--- config.mk ---
export PLATFORM = sky130hd
export DESIGN_NAME = bridge_arbiter
export DESIGN_NICKNAME = d
export VERILOG_FILES = /design/src/rtl/bridge_pkg.sv /design/src/rtl/bridge_arbiter_addr_decode.sv /design/src/rtl/bridge_arbiter.sv
export SDC_FILE = /design/constraint.sdc
export NUM_CORES = 1
export LEC_CHECK = 0
export BUFFER_PORTS_ARGS = -buffer_cell sky130_fd_sc_hd__buf_2
export CAP_MARGIN = 0
export CORE_ASPECT_RATIO = 0.75
export CORE_MARGIN = 2
export CORE_UTILIZATION = 47
export CTS_CLUSTER_SIZE = 30
export DETAILED_ROUTE_END_ITERATION = 7
export MAX_ROUTING_LAYER = met4
export PLACE_DENSITY = 0.78
export SLEW_MARGIN = 20
export SYNTH_ARGS = -nofsm -noshare
export SYNTH_HDL_FRONTEND = slang
export SYNTH_SLANG_ARGS = --single-unit
--- constraint.sdc ---
create_clock -name clk -period 3.45 [get_ports clk]
set_input_delay 0.1725 -clock clk [delete_from_list [all_inputs] [get_ports clk]]
set_output_delay 0.1725 -clock clk [all_outputs]
set_load 0.005 [all_outputs]
--- src/rtl/bridge_pkg.sv ---
// Shared definitions for the bridge arbiter and the device address decoder:
// FSM encoding, one-hot device selects and the default address map.
package bridge_pkg;

    typedef enum logic [1:0] {
        StIdle   = 2'd0,
        StAccess = 2'd1,
        StResp   = 2'd2
    } state_e;

    // One-hot device select, bit order {TC1, TC0, DM}
    localparam logic [2:0] SEL_NONE = 3'b000;
    localparam logic [2:0] SEL_DM   = 3'b001;
    localparam logic [2:0] SEL_TC0  = 3'b010;
    localparam logic [2:0] SEL_TC1  = 3'b100;

    // Default address map
    localparam logic [31:0] DM_HI_DEF    = 32'h0000_2FFF;
    localparam logic [31:0] TC0_BASE_DEF = 32'h0000_7F00;
    localparam logic [31:0] TC1_BASE_DEF = 32'h0000_7F10;
    localparam logic [31:0] TC_SPAN      = 32'h0000_000B;

    // Timer COUNT register offset; read-only
    localparam logic [3:0]  TC_COUNT_OFF   = 4'h8;
    localparam logic [31:0] TC_COUNT_OFF32 = {28'h0, TC_COUNT_OFF};

    // True when addr lies in base..base+TC_SPAN, written to avoid wrap-around
    function automatic logic in_tc_window(input logic [31:0] addr, input logic [31:0] base);
        return (addr >= base) && ((addr - base) <= TC_SPAN);
    endfunction

endpackage

--- src/rtl/bridge_arbiter_addr_decode.sv ---
// Combinational device decoder: maps a byte address to a one-hot device
// select and flags unmapped, misaligned or read-only-violating accesses.
module bridge_arbiter_addr_decode
    import bridge_pkg::*;
#(
    parameter logic [31:0] DM_HI    = DM_HI_DEF,
    parameter logic [31:0] TC0_BASE = TC0_BASE_DEF,
    parameter logic [31:0] TC1_BASE = TC1_BASE_DEF
) (
    input  logic [31:0] addr_i,
    input  logic        we_i,
    output logic [2:0]  sel_o,
    output logic        err_o
);

    logic is_count;

    // Window match, then the three error sources
    always_comb begin
        sel_o    = SEL_NONE;
        is_count = 1'b0;
        if (addr_i <= DM_HI) begin
            sel_o = SEL_DM;
        end else if (in_tc_window(addr_i, TC0_BASE)) begin
            sel_o    = SEL_TC0;
            is_count = ((addr_i - TC0_BASE) == TC_COUNT_OFF32);
        end else if (in_tc_window(addr_i, TC1_BASE)) begin
            sel_o    = SEL_TC1;
            is_count = ((addr_i - TC1_BASE) == TC_COUNT_OFF32);
        end
        err_o = (sel_o == SEL_NONE) || (addr_i[1:0] != 2'b00) || (we_i && is_count);
    end

endmodule

--- src/rtl/bridge_arbiter.sv ---
// Two-master round-robin arbiter and fixed-length transfer sequencer in front
// of the system bridge. Every output is a flop.
module bridge_arbiter
    import bridge_pkg::*;
#(
    parameter int unsigned ACC_CYCLES = 1,
    parameter logic [31:0] DM_HI      = DM_HI_DEF,
    parameter logic [31:0] TC0_BASE   = TC0_BASE_DEF,
    parameter logic [31:0] TC1_BASE   = TC1_BASE_DEF
) (
    input  logic        clk,
    input  logic        reset,
    input  logic [1:0]  m_req,
    input  logic [1:0]  m_we,
    input  logic [31:0] m0_addr,
    input  logic [31:0] m1_addr,
    input  logic [31:0] m0_wdata,
    input  logic [31:0] m1_wdata,
    output logic [1:0]  m_gnt,
    output logic [1:0]  m_done,
    output logic        m_err,
    output logic [31:0] m_rdata,
    output logic [31:0] bus_addr,
    output logic [31:0] bus_wdata,
    output logic        bus_we,
    output logic [2:0]  bus_sel,
    input  logic [31:0] bus_rdata
);

    // Counter value of the last ACCESS cycle (strobe / capture cycle)
    localparam logic [3:0] ACC_LAST = 4'(ACC_CYCLES - 1);

    state_e      state_q, state_d;
    logic [3:0]  cnt_q, cnt_d;
    logic        last_q, last_d;
    logic [1:0]  gnt_q, gnt_d;
    logic [1:0]  done_q, done_d;
    logic        err_q, err_d;
    logic [31:0] rdata_q, rdata_d;
    logic [31:0] addr_q, addr_d;
    logic [31:0] wdata_q, wdata_d;
    logic        bus_we_q, bus_we_d;
    logic [2:0]  sel_q, sel_d;
    logic        lat_we_q, lat_we_d;
    logic        lat_err_q, lat_err_d;

    logic        win;
    logic [31:0] win_addr;
    logic [31:0] win_wdata;
    logic        win_we;
    logic [2:0]  dec_sel;
    logic        dec_err;

    // Winner selection: single requester wins, a tie goes to the master that was not last
    always_comb begin
        if (m_req == 2'b10) begin
            win = 1'b1;
        end else if (m_req == 2'b11) begin
            win = ~last_q;
        end else begin
            win = 1'b0;
        end
        win_addr  = win ? m1_addr  : m0_addr;
        win_wdata = win ? m1_wdata : m0_wdata;
        win_we    = win ? m_we[1]  : m_we[0];
    end

    bridge_arbiter_addr_decode #(
        .DM_HI    (DM_HI),
        .TC0_BASE (TC0_BASE),
        .TC1_BASE (TC1_BASE)
    ) u_addr_decode (
        .addr_i (win_addr),
        .we_i   (win_we),
        .sel_o  (dec_sel),
        .err_o  (dec_err)
    );

    // Next-state and registered-output computation
    always_comb begin
        state_d   = state_q;
        cnt_d     = cnt_q;
        last_d    = last_q;
        gnt_d     = gnt_q;
        done_d    = 2'b00;
        err_d     = err_q;
        rdata_d   = rdata_q;
        addr_d    = addr_q;
        wdata_d   = wdata_q;
        bus_we_d  = 1'b0;
        sel_d     = sel_q;
        lat_we_d  = lat_we_q;
        lat_err_d = lat_err_q;

        unique case (state_q)
            StIdle: begin
                if (m_req != 2'b00) begin
                    last_d    = win;
                    gnt_d     = win ? 2'b10 : 2'b01;
                    addr_d    = win_addr;
                    wdata_d   = win_wdata;
                    lat_we_d  = win_we;
                    lat_err_d = dec_err;
                    sel_d     = dec_err ? SEL_NONE : dec_sel;
                    cnt_d     = 4'd0;
                    // Single-cycle access: the first ACCESS cycle is the strobe cycle
                    bus_we_d  = (ACC_LAST == 4'd0) && win_we && !dec_err;
                    err_d     = 1'b0;
                    rdata_d   = 32'h0;
                    state_d   = StAccess;
                end
            end
            StAccess: begin
                cnt_d = cnt_q + 4'd1;
                if (cnt_q == ACC_LAST) begin
                    sel_d   = SEL_NONE;
                    done_d  = gnt_q;
                    err_d   = lat_err_q;
                    rdata_d = (!lat_err_q && !lat_we_q) ? bus_rdata : 32'h0;
                    state_d = StResp;
                end else begin
                    // Strobe is registered, so arm it one cycle ahead
                    bus_we_d = ((cnt_q + 4'd1) == ACC_LAST) && lat_we_q && !lat_err_q;
                end
            end
            StResp: begin
                gnt_d   = 2'b00;
                err_d   = 1'b0;
                rdata_d = 32'h0;
                state_d = StIdle;
            end
            default: begin
                state_d = StIdle;
            end
        endcase
    end

    // State and output registers with synchronous active-low reset
    always_ff @(posedge clk) begin
        if (!reset) begin
            state_q   <= StIdle;
            cnt_q     <= 4'd0;
            last_q    <= 1'b1;
            gnt_q     <= 2'b00;
            done_q    <= 2'b00;
            err_q     <= 1'b0;
            rdata_q   <= 32'h0;
            addr_q    <= 32'h0;
            wdata_q   <= 32'h0;
            bus_we_q  <= 1'b0;
            sel_q     <= SEL_NONE;
            lat_we_q  <= 1'b0;
            lat_err_q <= 1'b0;
        end else begin
            state_q   <= state_d;
            cnt_q     <= cnt_d;
            last_q    <= last_d;
            gnt_q     <= gnt_d;
            done_q    <= done_d;
            err_q     <= err_d;
            rdata_q   <= rdata_d;
            addr_q    <= addr_d;
            wdata_q   <= wdata_d;
            bus_we_q  <= bus_we_d;
            sel_q     <= sel_d;
            lat_we_q  <= lat_we_d;
            lat_err_q <= lat_err_d;
        end
    end

    assign m_gnt     = gnt_q;
    assign m_done    = done_q;
    assign m_err     = err_q;
    assign m_rdata   = rdata_q;
    assign bus_addr  = addr_q;
    assign bus_wdata = wdata_q;
    assign bus_we    = bus_we_q;
    assign bus_sel   = sel_q;

endmodule
==> results.tsv, run 1 <==
metric	value	unit
vias in the first global route	5519	
EDFF count, synth	0	
relative max-transition margin	0.4814	
RSZ-0062 raised after global routing	false	
hold_buf cts	0	
register bit total from synthesis	114	
Req. time, crit path	3.75	ns
initial antenna violation count	0	
Iteration-0 DRC Markers	501	
GRT Total Usage	0.2838	
Setup Fix Bufs, Post-CTS	0	
Final TNS setup	0	ns
CTS tree	yes	
CP max FO	47	
post-DP HPWL	13410	µm
largest net degree at the start of global routing	48	
first-pass GRT wire length	28130	µm
grt ovf	0	
fill cell count	1004	
final net count	1083	
WL/cell	16.69	µm
Worst Tran Pin Value	0.7698	ns
Post-synth top flop	dfxtp_1	
cts bufs inserted	17	
die height	99.01	µm
Peak VDD IR	0.3638	mV
post-synthesis sequential area ratio	0.4035	
Pre-Repair DR Iteration Count	6	
startpoint types	flip-flop	
f_max	338.5	MHz
Initial Util	0.4853	
# diodes	0	
Clock Latency Late Sink	0.41	ns
Lkg Pwr	3.739	nW
H-tree Lvls	4	
clock transition at the registers of the reported paths	0.06	ns
I/O Pins	271	
die area	0.01294	mm²
Worst R2R Start	last_q$_SDFFE_PN1P_	
setup violators final	0	
Clock Path Buffers	2	
quantity of gates resized following cts	0	
crit path kind	reg -> reg	
port bufs	270	
Area Overhead vs Synth	37.05	%
post-route minimum period	2.954	ns
Routed WL	18170	µm
drt drc	0	
Synth cell types	59	
post-DR vias/cell	5.578	
Routed Antenna Nets	0	
ys async rst share	0	
min-delay src	bus_rdata[7]	
Post-Synthesis Mean Instance Area	8.532	µm²
total power	4.052	mW
Cell Area, Synth	0.005657	mm²
CP endpoint kind	flip-flop	
crit path DAT	3.25	ns
vias	6074	
net count after synthesis	832	
status	finished clean	
Pins Over Slew Limit	0	
Placement Cell Area	0.007139	mm²
Ys Warns	0	
hold crit path type	in -> reg	
crit path launch	last_q$_SDFFE_PN1P_	
core area	0.01166	mm²
Root Driver	clkbuf_16	
fin area	0.007752	mm²
Pwr Density	522.6	mW/mm²
Core Util, Final	0.6651	
Syn Inst Count	663	
GPL Wtd Cong	0.9391	
Std-Cell Rows	34	
layout cells sized above 1	0.3625	
Worst Skew	0.008457	ns
Final Cycle Share	0.8563	
Hold Violations, Final	0	
MaxCap Viol Count	0	
Hold WS	0.03574	ns
Die Wd	130.7	µm
CTS Sinks	114	
## critical path: stages (launching register included)
cell	delay [ns]
dfxtp_1	0.41
a21bo_2	0.39
buf_4	0.51
mux2i_1	0.35
o22ai_1	0.11
a31oi_1	0.16
nand4_1	0.14
nor3_1	0.41
nand2_1	0.09
a41o_1	0.26
## report_power, final
| group | switching, mW | total, mW | internal, mW |
|---|---|---|---|
| sequential | 0.0622 | 1.50 | 1.43 |
| clock | 0.634 | 1.81 | 1.18 |
| combinational | 0.419 | 0.746 | 0.326 |
## layout by cell type, fill, tap and decap left out, types with 6 or more instances in the layout
cell	count
o21ai_0	16
a22oi_1	68
nor3_1	24
nand2_1	103
nor2_1	13
a21oi_1	10
or3_1	7
nand4_1	6
buf_4	13
a21boi_0	33
and3_1	6
dfxtp_1	114
nor4_1	9
nor2b_1	40
mux2i_1	12
o211a_1	32
nand3_1	34
buf_2	270
clkbuf_16	17
## sequential cells by signal (all words and copies together) (netlist names)
register and flops:
bus_addr 32, bus_wdata 32, m_rdata 32, cnt_q 4, bus_sel 3, m_done 2
m_gnt 2, state_q 2, bus_we 1, last_q 1, lat_err_q 1, lat_we_q 1
m_err 1
## cells by family after synthesis
logic type | synth area share
simple gates | 0.2475
xor+xnor | 0.004646
mux | 0.02522
fa+ha+maj | 0.006636
flops | 0.4035
buf+inv | 0.03871
compound gates | 0.2738
## worst paths after layout
| check | cells past startpoint | to | slack [ns] |
|---|---|---|---|
| worst max register to register | 9 | bus_we$_SDFF_PN0_ | 0.50 |
| worst max-delay path | 9 | bus_we$_SDFF_PN0_ | 0.50 |
| worst min register to register | 2 | bus_sel[2]$_SDFFE_PN0P_ | 0.46 |
| worst min-delay path | 3 | m_rdata[7]$_SDFFE_PN0P_ | 0.04 |
## final cells by class
type	count	area, µm²	share of cell area
repair buffers	283	1449	0.1869
clock buffers	20	456.7	0.05891
multi-input cells	493	3187	0.4111
clock inverters	12	156.4	0.02017
inverters	5	18.77	0.002421
well taps	162	202.7	0.02615
flip-flops and latches	114	2282	0.2944
## metrics by stage
step,instances,setup slack (ns)
floorplan,663,0.7990
global placement,1057,0.5741
detailed placement,1057,0.5435
CTS,1089,0.5662
global route,1089,0.2287
finish,1089,0.4959
## synth_stat cells (all sizes together), types with 8 or more instances
library cell	count	share of area
nor2b	41	0.045
nand3	34	0.030
nor3	25	0.022
mux2i	12	0.021
nor2	14	0.0093
o211a	32	0.057
nor4	9	0.010
or3	8	0.0097
a22oi	68	0.090
nand2	103	0.068
clkbuf	43	0.029
o21ai	17	0.015
dfxtp	114	0.40
a21oi	11	0.010
a21boi	35	0.046
buf	8	0.0069
or4	9	0.015
## metal layers
layer | track usage | part of all wire | up-vias
li1 | - | - | 2960
met4 | 0.06465 | 0.0085 | 0
met3 | 0.09501 | 0.10 | 16
met1 | 0.3631 | 0.43 | 2780
met2 | 0.4363 | 0.45 | 318
met5 | - | 0 | -
No activity file was read; power rests on OpenSTA's default activity.
==> run 2, diff against run 1 <==
Settings changed: RECOVER_POWER set to 50.
==> results.tsv, run 2 (synthesis results as in run 1) <==
metric	value	unit
status	finished, violations left	
failing checks	capacitance limit, slew limit	
H-tree Lvls	4	
combinational power share	0.180	
R2R cell count	9	
hold_buf cts	0	
DR top layer	met4	
Req. time, crit path	3.74	ns
Metal-1 WL	7897	µm
grt ovf	0	
Die Wd	130.7	µm
Switching Share	0.2769	
WL/cell	16.68	µm
Lkg Pwr	3.457	nW
Std-Cell Rows	34	
largest net degree at the start of global routing	48	
die height	99.01	µm
Setup Fix Bufs, Post-CTS	0	
CP endpoint kind	flip-flop	
quantity of gates resized following cts	0	
most common cell after layout, fill and taps aside	buf_2	
startpoint types	flip-flop	
metal2 WL	8271	µm
Sequential Power Share	0.371	
Routed WL	18160	µm
hold crit path type	in -> reg	
setup violators final	0	
vias	6083	
vias in the first global route	5519	
r2r setup slk	0.48	ns
Critical R2R Capture	bus_we$_SDFF_PN0_	
final net count	1083	
post-DR vias/cell	5.586	
CP max FO	47	
MaxCap Viol Count	1	
layout cells sized above 1	0.2859	
clock transition at the registers of the reported paths	0.06	ns
Root Driver	clkbuf_16	
CTS tree	yes	
Pwr Density	526.7	mW/mm²
Worst Skew	0.009203	ns
crit path DAT	3.27	ns
Initial Util	0.4853	
Pins Over Slew Limit	40	
Pre-Repair DR Iteration Count	5	
GPL Wtd Cong	0.9391	
Area Overhead vs Synth	35.39	%
fill cell count	1046	
Hold Violations, Final	0	
WHS Endpoint	m_rdata[2]$_SDFFE_PN0P_	
Final Cycle Share	0.8619	
commonest non-fill, non-tap cells in the layout	201 x buf_2, 114 x dfxtp_1, 103 x nand2_1, 71 x clkbuf_1, 68 x a22oi_1	
Clock Latency Late Sink	0.41	ns
f_max	336.3	MHz
die area	0.01294	mm²
relative max-transition margin	-0.1291	
clock share of power	0.448	
GRT Total Usage	0.2838	
Peak VDD IR	0.3625	mV
Worst Tran Pin Value	1.694	ns
P_sw	1.117	mW
Hold WS	0.03759	ns
min-delay src	bus_rdata[2]	
crit path kind	reg -> reg	
met3 wire len	1829	µm
Cell Int Power	2.917	mW
post-route minimum period	2.974	ns
port bufs	270	
drt drc	0	
Final TNS setup	0	ns
total power	4.034	mW
core area	0.01166	mm²
Worst R2R Start	last_q$_SDFFE_PN1P_	
initial antenna violation count	0	
RSZ-0062 raised after global routing	false	
Hold Path Depth	3	
I/O Pins	271	
post-DP HPWL	13410	µm
CTS Sinks	114	
Clock Path Buffers	2	
Routed Antenna Nets	0	
cts bufs inserted	17	
Iteration-0 DRC Markers	525	
first-pass GRT wire length	28130	µm
# diodes	0	
run 2: cell count changes in the layout (fill, tap and decap cells not counted), sizes merged:
cell and delta:
clkbuf +70, buf -70
run 2: how the worst max path moves through the flow:
stage / start / slack, ns / end / cells past startpoint
floorplan: m0_addr[16] / 0.80 / bus_we$_SDFF_PN0_ / 9
global placement: m1_addr[16] / 0.57 / bus_we$_SDFF_PN0_ / 9
detailed placement: m1_addr[16] / 0.54 / bus_we$_SDFF_PN0_ / 9
CTS: last_q$_SDFFE_PN1P_ / 0.57 / bus_we$_SDFF_PN0_ / 9
global route: last_q$_SDFFE_PN1P_ / 0.23 / bus_we$_SDFF_PN0_ / 9
finish: last_q$_SDFFE_PN1P_ / 0.48 / bus_we$_SDFF_PN0_ / 9
run 2: per-layer routing:
| metal | track usage | up-vias |
|---|---|---|
| li1 | - | 2965 |
| met1 | 0.3631 | 2785 |
| met2 | 0.4363 | 315 |
| met3 | 0.09501 | 18 |
| met4 | 0.06465 | 0 |
| met5 | - | - |
run 2: power by group through the flow:
stage                     registers (mW)  logic, mW  clock network, mW
after floorplan                     1.53      0.391                  0
after global placement              1.52      0.740                  0
after detailed placement            1.52      0.742                  0
after CTS                           1.50      0.745               1.84
after global routing                1.51      0.803               1.91
final                               1.50      0.726               1.81
run 2: stage by stage:
step                      std cells    util  cell area, µm²  worst slack [ns]
after floorplan                 663       -            5657            0.7990
after global placement         1057  0.6125            7139            0.5741
after detailed placement       1057  0.6125            7139            0.5435
after CTS                      1089  0.6651            7752            0.5662
after global routing           1089  0.6570            7659            0.2287
final                          1089  0.6570            7659            0.4764
run 2: critical path, cell delays in order, from the launching register on:
cell and delay [ns]:
dfxtp_1 0.41, a21bo_2 0.39, buf_4 0.52, mux2i_1 0.36, o22ai_1 0.12, a31oi_1 0.16, nand4_1 0.14, nor3_1 0.40
nand2_1 0.09, a41o_1 0.26
run 2: cell type report:
class,count,area [µm²],area share
clock buffers,20,456.7,0.05963
repair buffers,283,1355,0.1769
well taps,162,202.7,0.02647
clock inverters,12,156.4,0.02042
flip-flops and latches,114,2282,0.2980
inverters,5,18.77,0.002451
multi-input cells,493,3187,0.4161
==> run 3, diff against run 2 <==
Settings changed: CORE_UTILIZATION 47 to 35, PLACE_DENSITY 0.78 to 0.61, SYNTH_HIERARCHICAL set to 1.
==> results.tsv, run 3 <==
metric	value	unit
status	finished, violations left	
failing checks	setup timing	
first-pass GRT wire length	26160	µm
CTS Sinks	114	
Cell Area, Synth	0.005441	mm²
Clock Latency Late Sink	0.41	ns
GPL Wtd Cong	0.9171	
Synth area leader	dfxtp_1	
Peak VDD IR	0.3297	mV
GRT Total Usage	0.2053	
initial antenna violation count	1	
most common cell after layout, fill and taps aside	buf_2	
commonest non-fill, non-tap cells in the layout	207 x buf_2, 113 x dfxtp_1, 111 x nand2_1, 62 x clkbuf_1, 43 x buf_4	
crit path DAT	3.91	ns
R2R cell count	14	
CP endpoint kind	flip-flop	
Hold Path Depth	3	
Iteration-0 DRC Markers	330	
Non-Filler Instances	1090	
grt ovf	0	
layout cells sized above 1	0.3824	
port bufs	270	
Die Wd	148.0	µm
f_max	280.1	MHz
register bit total from synthesis	114	
synth top area cells	dfxtp_1 42%, nand2_1 7.7%, mux2_2 6.6%	
crit path kind	reg -> reg	
simple-gate area share of the yosys netlist	0.1994	
startpoint types	flip-flop	
Final Cycle Share	1.035	
MaxCap Viol Count	0	
combinational family with the most area after synthesis	compound AO/OA/AOI/OAI gates	
Hold WS	0.03734	ns
H-tree Lvls	4	
vias in the first global route	5258	
clock transition at the registers of the reported paths	0.05	ns
Initial Util	0.3574	
post-DR vias/cell	4.991	
Syn Inst Count	577	
Area Overhead vs Synth	45.96	%
net count after synthesis	746	
post-synthesis compound-gate area fraction	0.2003	
Synth Area in Adders	0.006898	
top-count cell post-synth	dfxtp_1	
drt drc	0	
placed cell count	1052	
setup violators final	4	
Routed Antenna Nets	0	
total power	4.283	mW
Clock Path Buffers	2	
post-DP HPWL	11880	µm
Worst Tran Pin Value	0.7749	ns
Synth Area in XOR/XNOR	0.004829	
post-route minimum period	3.570	ns
Req. time, crit path	3.79	ns
Lkg Pwr	3.708	nW
fin worst setup slack	-0.1202	ns
Setup WS pre-CTS	-0.03199	ns
Pwr Density	539.2	mW/mm²
final net count	1040	
Std-Cell Rows	39	
Hold Violations, Final	0	
ys async rst share	0	
Post-synth top flop	dfxtp_1	
core area	0.01522	mm²
post-synthesis sequential area ratio	0.4194	
relative max-transition margin	0.4834	
Post-Synthesis Mean Instance Area	9.431	µm²
Synth top cells by count	114 x dfxtp_1, 111 x nand2_1, 39 x a21boi_0, 35 x nor2b_1	
EDFF count, synth	0	
Ys Warns	6	
Pre-Repair DR Iteration Count	5	
Routed WL	16820	µm
Root Driver	clkbuf_16	
hold_buf cts	0	
die area	0.01657	mm²
Synth cell types	54	
cts bufs inserted	17	
hold crit path type	in -> reg	
largest net degree at the start of global routing	68	
post-synthesis mux area share	0.1269	
vias	5440	
WL/cell	15.43	µm
Pins Over Slew Limit	0	
die height	112.0	µm
Worst Skew	0.01012	ns
I/O Pins	271	
post-synth top area share	0.4194	
RSZ-0062 raised after global routing	true	
CP max FO	6	
CTS tree	yes	
run 3: cell count changes in the layout (fill, tap and decap cells not counted), moves of 8 or more:
cell / before / now
a22oi_1: 68 / 1
a32oi_1: 0 / 32
buf_4: 11 / 43
clkbuf_1: 71 / 62
mux2_2: 2 / 27
mux2i_1: 12 / 33
nand2_1: 103 / 111
nand3_1: 34 / 12
nor3_1: 24 / 8
o21ai_0: 16 / 3
run 3: layout make-up:
class | instances | area (µm²)
Clock buffer | 22 | 484.2
Timing Repair Buffer | 320 | 1713
Tap cell | 205 | 256.5
Clock inverter | 10 | 177.7
Multi-Input combinational cell | 412 | 3003
Sequential cell | 114 | 2283
Antenna cell | 1 | 2.502
Fill cell | 1473 | 7282
Inverter | 6 | 22.52
run 3: path summary, 6_finish.rpt:
path / slack (ns) / startpoint / endpoint
setup / recovery: -0.12 / last_q$_SDFFE_PN1P_ / bus_we$_SDFF_PN0_
hold reg to reg: 0.46 / bus_addr[9]$_SDFFE_PN0P_ / bus_addr[9]$_SDFFE_PN0P_
setup reg to reg: -0.12 / last_q$_SDFFE_PN1P_ / bus_we$_SDFF_PN0_
hold / removal: 0.04 / bus_rdata[13] / m_rdata[13]$_SDFFE_PN0P_
run 3: metrics by stage:
stage	TNS, ns	utilization	instance area, µm²
2_1_floorplan	0	-	5444
3_3_place_gp	0	0.4735	7208
3_5_place_dp	-0.05509	0.4735	7208
4_1_cts	-0.03247	0.5202	7920
5_1_grt	-1.081	0.5217	7943
6_report	-0.3040	0.5217	7943
run 3: per-layer routing:
layer / vias to the layer above / GRT usage / wire (µm)
met1: 2497 / 0.2634 / 7564
met4: 0 / 0.05397 / 172
li1: 2674 / - / -
met2: 252 / 0.3099 / 7498
met5: - / - / 0
met3: 17 / 0.07008 / 1586
run 3: timing repair:
item,in CTS,in global routing
setup endpoints to repair,4,5
resized for setup,5,16
gates cloned,1,1
pin swaps,1,4
setup buffers,1,2
run 3: cells by family after synthesis:
logic type	after synthesis
and+or+nand+nor	214
AOI/OAI and AO/OA	127
DFF	114
muxes	65
buffers and inverters	51
xor gates and xnor gates	3
adders and majority gates	3
run 3: critical path: stages, from the launching register on:
cell	delay [ns]
dfxtp_2	0.33
a21boi_4	0.21
buf_6	0.14
clkbuf_16	0.14
mux2_2	0.35
nor3_2	0.15
buf_4	0.15
nand4_2	0.12
or3_4	0.41
a2111oi_4	0.35
nand4_1	0.17
a211o_1	0.28
a31o_1	0.19
or3_1	0.36
a21oi_1	0.14
run 3: where the power goes:
group          switching [mW]  internal, mW  total (mW)
Clock                   0.619          1.35        1.97
Combinational           0.433         0.378       0.811
Sequential             0.0646          1.43        1.50
